==> config.mk <==
export PLATFORM = sky130hd
export DESIGN_NAME = sysid_probe_master
export DESIGN_NICKNAME = d
export VERILOG_FILES = /design/src/rtl/sysid_probe_pkg.sv /design/src/rtl/sysid_phase_timer.sv /design/src/rtl/sysid_probe_master.sv
export SDC_FILE = /design/constraint.sdc
export NUM_CORES = 1
export LEC_CHECK = 0
export CORE_MARGIN = 10
export CORE_UTILIZATION = 25
export CTS_CLUSTER_SIZE = 25
export DETAILED_ROUTE_END_ITERATION = 7
export PLACE_DENSITY_LB_ADDON = 0.2
export SLEW_MARGIN = 25
export SYNTH_ARGS = -nofsm -noshare
export SYNTH_HDL_FRONTEND = slang
export SYNTH_SLANG_ARGS = --single-unit
==> constraint.sdc <==
create_clock -name clock -period 4 [get_ports clock]
set_clock_uncertainty 0.05 [all_clocks]
set_input_delay 0.8 -clock clock [delete_from_list [all_inputs] [get_ports clock]]
set_output_delay 0.8 -clock clock [all_outputs]
set_load 0.05 [all_outputs]
==> src/rtl/sysid_probe_pkg.sv <==
// Shared types and constants for the system-ID probe master.
//   state_e   : probe FSM states
//   ADDR_*    : word addresses of the sysid slave registers
//   *_CNT_W   : widths of the latency and per-phase timeout counters
package sysid_probe_pkg;

  typedef enum logic [2:0] {
    ST_IDLE,
    ST_RD_ID,
    ST_LAT_ID,
    ST_RD_TS,
    ST_LAT_TS,
    ST_FIN
  } state_e;

  localparam logic ADDR_ID = 1'b0;
  localparam logic ADDR_TS = 1'b1;

  localparam int unsigned LAT_CNT_W = 2;
  localparam int unsigned TO_CNT_W  = 16;

endpackage

==> src/rtl/sysid_phase_timer.sv <==
// Per-phase cycle counter for one Avalon read (request + latency).
//   i_clock, i_reset  : clock, async active-high reset
//   i_clear           : restart both counters (phase boundary)
//   i_enable          : count a cycle of the current phase
//   i_lat_enable      : count a cycle spent waiting for read data
//   o_lat_last_c      : this is the final latency cycle (data valid now)
//   o_timeout_c       : this is the last cycle the phase may occupy
module sysid_phase_timer
  import sysid_probe_pkg::*;
#(
  parameter int unsigned READ_LATENCY   = 0,
  parameter int unsigned TIMEOUT_CYCLES = 255
) (
  input  logic i_clock,
  input  logic i_reset,
  input  logic i_clear,
  input  logic i_enable,
  input  logic i_lat_enable,
  output logic o_lat_last_c,
  output logic o_timeout_c
);

  localparam logic [LAT_CNT_W-1:0] LAT_LAST =
    (READ_LATENCY == 0) ? LAT_CNT_W'(0) : LAT_CNT_W'(READ_LATENCY - 1);
  localparam logic [TO_CNT_W-1:0] TO_LAST = TO_CNT_W'(TIMEOUT_CYCLES - 1);

  logic [TO_CNT_W-1:0]  r_phase_cnt;
  logic [LAT_CNT_W-1:0] r_lat_cnt;

  // Phase counter saturates so a stuck slave can never wrap it back below the limit.
  always_ff @(posedge i_clock or posedge i_reset) begin
    if (i_reset) begin
      r_phase_cnt <= '0;
      r_lat_cnt   <= '0;
    end else if (i_clear) begin
      r_phase_cnt <= '0;
      r_lat_cnt   <= '0;
    end else begin
      if (i_enable && (r_phase_cnt != '1)) begin
        r_phase_cnt <= r_phase_cnt + TO_CNT_W'(1);
      end
      if (i_lat_enable) begin
        r_lat_cnt <= r_lat_cnt + LAT_CNT_W'(1);
      end
    end
  end

  // Counter holds (cycles already spent in phase); equality with LAST marks the final cycle.
  assign o_lat_last_c = (r_lat_cnt == LAT_LAST);
  assign o_timeout_c  = (r_phase_cnt >= TO_LAST);

endmodule

==> src/rtl/sysid_probe_master.sv <==
// Avalon-MM master that reads the sysid ID (addr 0) and build timestamp
// (addr 1) and compares them with build-time expected values.
//   clock, reset        : clock, async active-high reset
//   start               : request a probe (ignored while busy)
//   avm_address/read    : Avalon read request, held while waitrequest
//   avm_waitrequest     : slave stall
//   avm_readdata        : read data, valid READ_LATENCY cycles after accept
//   busy / done         : probe running / probe finished (level)
//   id_match, ts_match  : comparison results, valid while done
//   timeout             : a phase ran out of cycles, valid while done
//   id_value, ts_value  : captured words
module sysid_probe_master
  import sysid_probe_pkg::*;
#(
  parameter logic [31:0] EXPECTED_ID        = 32'd0,
  parameter logic [31:0] EXPECTED_TIMESTAMP = 32'd1537626416,
  parameter int unsigned READ_LATENCY       = 0,
  parameter int unsigned TIMEOUT_CYCLES     = 255,
  parameter bit          AUTO_START         = 1'b1
) (
  input  logic        clock,
  input  logic        reset,
  input  logic        start,
  output logic        avm_address,
  output logic        avm_read,
  input  logic        avm_waitrequest,
  input  logic [31:0] avm_readdata,
  output logic        busy,
  output logic        done,
  output logic        id_match,
  output logic        ts_match,
  output logic        timeout,
  output logic [31:0] id_value,
  output logic [31:0] ts_value
);

  localparam bit LAT_ZERO = (READ_LATENCY == 0);

  state_e      r_state;
  logic        r_auto;
  logic        r_addr;
  logic        r_read;
  logic        r_busy;
  logic        r_done;
  logic        r_id_match;
  logic        r_ts_match;
  logic        r_timeout;
  logic [31:0] r_id_value;
  logic [31:0] r_ts_value;

  logic w_accept;
  logic w_in_rd;
  logic w_in_lat;
  logic w_phase_done;
  logic w_to_hit;
  logic w_timer_clear;
  logic w_lat_last_c;
  logic w_timeout_c;

  assign w_accept = r_read && !avm_waitrequest;
  assign w_in_rd  = (r_state == ST_RD_ID)  || (r_state == ST_RD_TS);
  assign w_in_lat = (r_state == ST_LAT_ID) || (r_state == ST_LAT_TS);

  // A phase completes when data is in hand this cycle.
  assign w_phase_done = (w_in_rd && w_accept && LAT_ZERO) || (w_in_lat && w_lat_last_c);
  // Completion wins over timeout in the final allowed cycle; an accept that still
  // needs latency cycles after the limit is already too late.
  assign w_to_hit = (w_in_rd || w_in_lat) && w_timeout_c && !w_phase_done;
  assign w_timer_clear = (r_state == ST_IDLE) || (r_state == ST_FIN) || w_phase_done;

  sysid_phase_timer #(
    .READ_LATENCY   (READ_LATENCY),
    .TIMEOUT_CYCLES (TIMEOUT_CYCLES)
  ) u_timer (
    .i_clock      (clock),
    .i_reset      (reset),
    .i_clear      (w_timer_clear),
    .i_enable     (w_in_rd || w_in_lat),
    .i_lat_enable (w_in_lat),
    .o_lat_last_c (w_lat_last_c),
    .o_timeout_c  (w_timeout_c)
  );

  // Probe sequencer; every output is a register updated here.
  always_ff @(posedge clock or posedge reset) begin
    if (reset) begin
      r_state    <= ST_IDLE;
      r_auto     <= AUTO_START;
      r_addr     <= ADDR_ID;
      r_read     <= 1'b0;
      r_busy     <= 1'b0;
      r_done     <= 1'b0;
      r_id_match <= 1'b0;
      r_ts_match <= 1'b0;
      r_timeout  <= 1'b0;
      r_id_value <= '0;
      r_ts_value <= '0;
    end else begin
      case (r_state)
        ST_IDLE: begin
          if (start || r_auto) begin
            r_auto     <= 1'b0;
            r_state    <= ST_RD_ID;
            r_read     <= 1'b1;
            r_addr     <= ADDR_ID;
            r_busy     <= 1'b1;
            r_done     <= 1'b0;
            r_id_match <= 1'b0;
            r_ts_match <= 1'b0;
            r_timeout  <= 1'b0;
            r_id_value <= '0;
            r_ts_value <= '0;
          end
        end

        ST_RD_ID, ST_RD_TS: begin
          if (w_to_hit) begin
            r_read    <= 1'b0;
            r_timeout <= 1'b1;
            r_state   <= ST_FIN;
          end else if (w_accept) begin
            if (!LAT_ZERO) begin
              r_read  <= 1'b0;
              r_state <= (r_state == ST_RD_ID) ? ST_LAT_ID : ST_LAT_TS;
            end else if (r_state == ST_RD_ID) begin
              r_id_value <= avm_readdata;
              r_addr     <= ADDR_TS;
              r_state    <= ST_RD_TS;
            end else begin
              r_ts_value <= avm_readdata;
              r_read     <= 1'b0;
              r_state    <= ST_FIN;
            end
          end
        end

        ST_LAT_ID: begin
          if (w_lat_last_c) begin
            r_id_value <= avm_readdata;
            r_read     <= 1'b1;
            r_addr     <= ADDR_TS;
            r_state    <= ST_RD_TS;
          end else if (w_to_hit) begin
            r_timeout <= 1'b1;
            r_state   <= ST_FIN;
          end
        end

        ST_LAT_TS: begin
          if (w_lat_last_c) begin
            r_ts_value <= avm_readdata;
            r_state    <= ST_FIN;
          end else if (w_to_hit) begin
            r_timeout <= 1'b1;
            r_state   <= ST_FIN;
          end
        end

        ST_FIN: begin
          r_id_match <= !r_timeout && (r_id_value == EXPECTED_ID);
          r_ts_match <= !r_timeout && (r_ts_value == EXPECTED_TIMESTAMP);
          r_done     <= 1'b1;
          r_busy     <= 1'b0;
          r_state    <= ST_IDLE;
        end

        default: begin
          r_read  <= 1'b0;
          r_busy  <= 1'b0;
          r_state <= ST_IDLE;
        end
      endcase
    end
  end

  assign avm_address = r_addr;
  assign avm_read    = r_read;
  assign busy        = r_busy;
  assign done        = r_done;
  assign id_match    = r_id_match;
  assign ts_match    = r_ts_match;
  assign timeout     = r_timeout;
  assign id_value    = r_id_value;
  assign ts_value    = r_ts_value;

endmodule

# Word level (Yosys, flattened, before mapping)
# Index checks and enable logic that the tools add are counted.
# totals
register_bits	93
latchBits	0
mem_bits_rw	0
rom_bits	0
inputBits	36
output_inout_bits	71
word_cells	114
mem_count	0
# op_classes
n_addsub	2
n_mul	0
n_div	0
order_cmp	1
n_eq_ne	17
shift	0
muxes	40
bitwise_logic	2
n_reduce_logical	39
# op_table
cell	count
32-bit two-way mux	8
32-bit one-hot mux with 3 select lines	2
32-bit by 31-bit equality test with 1-bit output (second input constant)	1
32-bit zero test	1
16-bit two-way mux	2
3-bit two-way mux	7
16-bit by 1-bit adder with 16-bit output (second input constant)	1
16-bit by 8-bit >= comparator with 1-bit output (second input constant)	1
16-bit != test (second input constant)	1
2-bit != test (second input constant)	7
3-bit one-hot mux with 4 select lines	1
6-bit AND reduction	2
1-bit two-way mux	11
3-bit nonzero test	3
1-bit logical AND	8
1-bit one-hot mux with 2 select lines	4
2-bit AND reduction	4
1-bit logical OR	7
3-bit by 2-bit equality test with 1-bit output (second input constant)	2
3-bit equality test (second input constant)	2
3-bit != test (second input constant)	2
1-bit one-hot mux with 3 select lines	2
2-bit nonzero test	3
2-bit OR reduction	3
12 further kinds	16

# Depth between registers and ports, before layout
# logic_depth
ltp_word	9
ltp_mapped	7
mapped_depth_nobuf	6

# By module
# A second synthesis with hierarchy kept.
# hier_totals
cells_unflattened	426
hier_area_um2	4558.1
# modules_own_cells
module	n_inst	cells_per_inst	area_per_inst_um2	seq_area_each_um2
sysid_probe_master	1	314	3488.3	1878.1
sysid_phase_timer	1	112	1069.8	450.4

# Least setup slack after synthesis
# No wires, ideal clock.
# synth_path
path_kind	input port to flip-flop
startpoint	input port avm_waitrequest
endpoint	register r_id_value[0] (netlist: id_value[0])
setup_time_ps	121
arrival_ps	1878
required_ps	3829
setup_slack_ps	1952
path_stages	5
path_buffers	1
path_cell_list	and2b_1 -> nand2_1 -> a211o_1 -> buf_2 -> a22o_1
# synth_between
elab_chain_cells	8
elab_cells_between_ends	9
classes_between	2 x eq/ne; 7 x reduce/logical
# synth_lines
item	line	rtl
start, declared	sysid_probe_master.sv:26	input logic avm_waitrequest,
1-bit zero test *	sysid_probe_master.sv:60	assign w_accept = r_read && !avm_waitrequest;
1-bit logical AND *	sysid_probe_master.sv:60	
1-bit logical AND	sysid_probe_master.sv:65	assign w_phase_done = (w_in_rd && w_accept && LAT_ZERO) || (w_in_lat && w_lat_last_c);
1-bit logical OR	sysid_probe_master.sv:65	
1-bit zero test	sysid_probe_master.sv:68	assign w_to_hit = (w_in_rd || w_in_lat) && w_timeout_c && !w_phase_done;
1-bit logical AND	sysid_probe_master.sv:68	
2-bit != test (no line)	--	
6-bit AND reduction (no line) *	--	
end signal, assigned	sysid_probe_master.sv:126	r_id_value <= avm_readdata;
end signal, assigned	sysid_probe_master.sv:139	r_id_value <= avm_readdata;
end, declared	sysid_probe_master.sv:48	logic [31:0] r_id_value;
# Mark *: on every way between the ends. The rest lies on a longest branch, timed or not.
# A chain may end at the register's enable or synchronous reset.

# Worst setup path after layout
# layout_path
startpoint	register r_timeout (netlist: timeout)
endpoint	output port timeout
# layout_rtl
item	line	rtl
start, declared	sysid_probe_master.sv:47	logic r_timeout;
start signal, assigned	sysid_probe_master.sv:95	r_timeout <= 1'b0;
start signal, assigned	sysid_probe_master.sv:110	r_timeout <= 1'b0;
start signal, assigned	sysid_probe_master.sv:119	r_timeout <= 1'b1;
end, declared	sysid_probe_master.sv:32	output logic timeout,
# No word-level cell between the ends.

==> out/metrics.yaml <==
synthesis:
  synthArstFlopShare_pct: 100
  syn_nets: 394
  syn_area_um2: 4150
  synth_cell_types: 55
  synth-edff-count: 0
  post-synth-top-count-cell: "dfrtp_1"
  ys_seq_area_share_pct: 56.2
  yosys.area.top_type: "dfrtp_1"
  synth.avg_cell_area_um2: 11.7
  synth_area_leaders: "dfrtp_1 56%, a22o_1 14%, nor4_1 2.0%"
  synth_flop_cell: "dfrtp_1"
  synthCells: 355
  ys_top_cells_by_count: "92 x dfrtp_1, 64 x a22o_1, 15 x a21oi_1"
  synth_top_area_share_pct: 55.5
  yosys_warnings: 0
  ys_seq_elements: 93
worst_setup_path:
  cp_data_required_time_ps: 3150
  cp.arrival_ps: 1670
  end_kind: "output pin"
  cp_slowest_cell: "clkdlybuf4s50_1"
  reg2reg_slack_ps: 1710
  worst-path-buf-inv: 1
  worst-path-stages: 1
  worst_setup_path_start_kind: "flop"
  slowest_delay_ps: 860
  critPathMaxFanout: 4
  path_cells: "clkdlybuf4s50_1"
  worstSetupPathType: "flop to output pin"
  cp_top_family: "buffers and inverters"
  r2r.worst_path.cells: 4
global_route:
  use_met3_pct: 4.88
  grt_max_degree: 71
  grt_pass1_vias: 3617
  grt_pass1_wl_mm: 21.5
  top_usage_layer: "met2"
  grt_antenna_before_repair: 0
  met1_usage_pct: 15.5
  grt_use_total_pct: 12.2
  grt_overflow_total: 0
  met2_usage_pct: 19.1
finish:
  diodes: 0
  nNetsFinal: 495
  fin_cells: 681
  area_growth_pct: 38.0
  final_layout_size_suffix_gt1_share_pct: 6.51
sta:
  final_max_slew_viol_count: 0
  final.min_clock_period_ps: 2520
  fmax_mhz: 397
  tightest_slew_ps: 814
  fin_tns_setup_ps: 0
  holdWs_ps: 433
  rsz0062_at_grt: "false"
  setup_viol: 0
  fin_crit_sh_pct: 62.9
  report.final.hold_viol_count: 0
  slew_headroom_pct: 44.9
clock_tree:
  cts.clk_slew.worst_paths_ps: 70
  clock_sinks: 93
  cts_tree: "done"
  post-cts-setup-buffer-count: 0
  cts_root_buf: "clkbuf_16"
  cts_buffers: 9
  clockBufferDepth: 2
  post_cts_resized: 0
  ctsHtreeMaxLevel: 3
  cts-hold-fix-buffers: 0
  clkLatencyLatePin_ps: 350
placed_design:
  dp.cells: 665
  portBuffers: 106
  hpwl_mm: 9.69
  gp_congestion: 0.807
floorplan:
  core_um2: 16400
  die_x_um: 149
  fp-row-count: 47
  start_util_pct: 25.3
  dieArea_um2: 22100
  die_h_um: 149
  ioPinCount: 107
route:
  vias: 3484
  wl_mm: 13.5
  via_per_inst: 5.12
  firstDrtPassIters: 6
  postRouteAntennaNets: 0
  drt_iter0_markers: 307
  drc_errors: 0
  wire_per_inst_um: 19.8
min_path:
  whs_path_depth: 2
  holdCritPathClass: "flop to flop"
pwr:
  power.leakage_nw: 2.36
  power.density_nw_per_um2: 958
  irDropWorstVdd_mv: 0.458
status:
  status: "finished, final reports clean"
flow_run:
  cap_violations: 0
-- per-stage QoR --
step           utilization (%)  setup WS, ps  area, µm²  total power [mW]
6_report                  34.9          1480       5720              5.48
4_1_cts                   34.9          1460       5720              5.55
3_5_place_dp              33.1          1280       5440              4.71
2_1_floorplan                -           731       4150              3.64
3_3_place_gp              33.1          1320       5440              4.69
5_1_grt                   34.9          1410       5720              5.81
-- cells in the final DEF (no fill, tap or decap), drive strengths merged, types with 5 or more instances in the layout --
cell type | synthesis | final
a22o | 64 | 64
or3 | 5 | 5
clkdlybuf4s50 | 0 | 106
clkbuf | 3 | 10
inv | 7 | 7
nand3 | 12 | 12
o21ai | 5 | 5
o31ai | 7 | 7
nor2 | 8 | 8
buf | 18 | 5
nand4 | 8 | 8
or4 | 8 | 8
a21oi | 15 | 15
nand2 | 14 | 14
nor4bb | 5 | 5
clkinv | 1 | 5
nor4 | 13 | 13
nand3b | 5 | 5
dfrtp | 92 | 92
-- metal layers --
metal | vias up | wire (µm)
li1 | 1611 | -
met1 | 1744 | 5780
met2 | 119 | 6470
met3 | 10 | 1130
met4 | 0 | 102
met5 | - | 0
-- kinds of logic after synthesis --
group	count (synthesis)	synth area share (%)
muxes	4	0.966
buffers and inverters	29	3.20
AOI/OAI and AO/OA	119	23.1
and+or+nand+nor	106	15.4
DFF	93	56.2
adders and majority gates	3	0.905
xor gates and xnor gates	1	0.211
-- cell type report --
cell class | instances | area (µm²)
clock buffer | 10 | 239
clock inverter | 6 | 46.3
fill | 1609 | 10700
inverter | 8 | 31.3
multi-input combinational | 233 | 1690
sequential | 93 | 2330
tap | 220 | 275
timing repair buffer | 111 | 1110
-- sequential cells by signal, summed over array words and instances, names as in the netlist --
signal and flops:
avm_address 1, avm_read 1, busy 1, done 1, id_match 1, id_value 32, r_auto 1, r_state 3
timeout 1, ts_match 1, ts_value 32, u_timer.r_lat_cnt 2, u_timer.r_phase_cnt 16
-- where the power goes --
part	total (mW)	switching, mW	internal [mW]
Clock	0.815	0.374	0.442
Combinational	3.00	1.92	1.07
Sequential	1.67	0.379	1.29
-- worst min-delay path: stages (launching register included) --
cell,delay (ps)
dfrtp_1,350
nand2_1,50
nand2_1,50
-- worst paths after layout --
path	start	endpoint
max	timeout$_DFFE_PP0P_	timeout
min	done$_DFFE_PP0P_	done$_DFFE_PP0P_
max reg2reg	r_state[2]$_DFFE_PP0P_	u_timer.r_phase_cnt[13]$_DFFE_PP0P_
min reg2reg	done$_DFFE_PP0P_	done$_DFFE_PP0P_
max in group asynchronous	reset	id_value[2]$_DFFE_PP0P_
min in group asynchronous	reset	ts_value[9]$_DFFE_PP0P_
(Power assumes the default switching activity.)
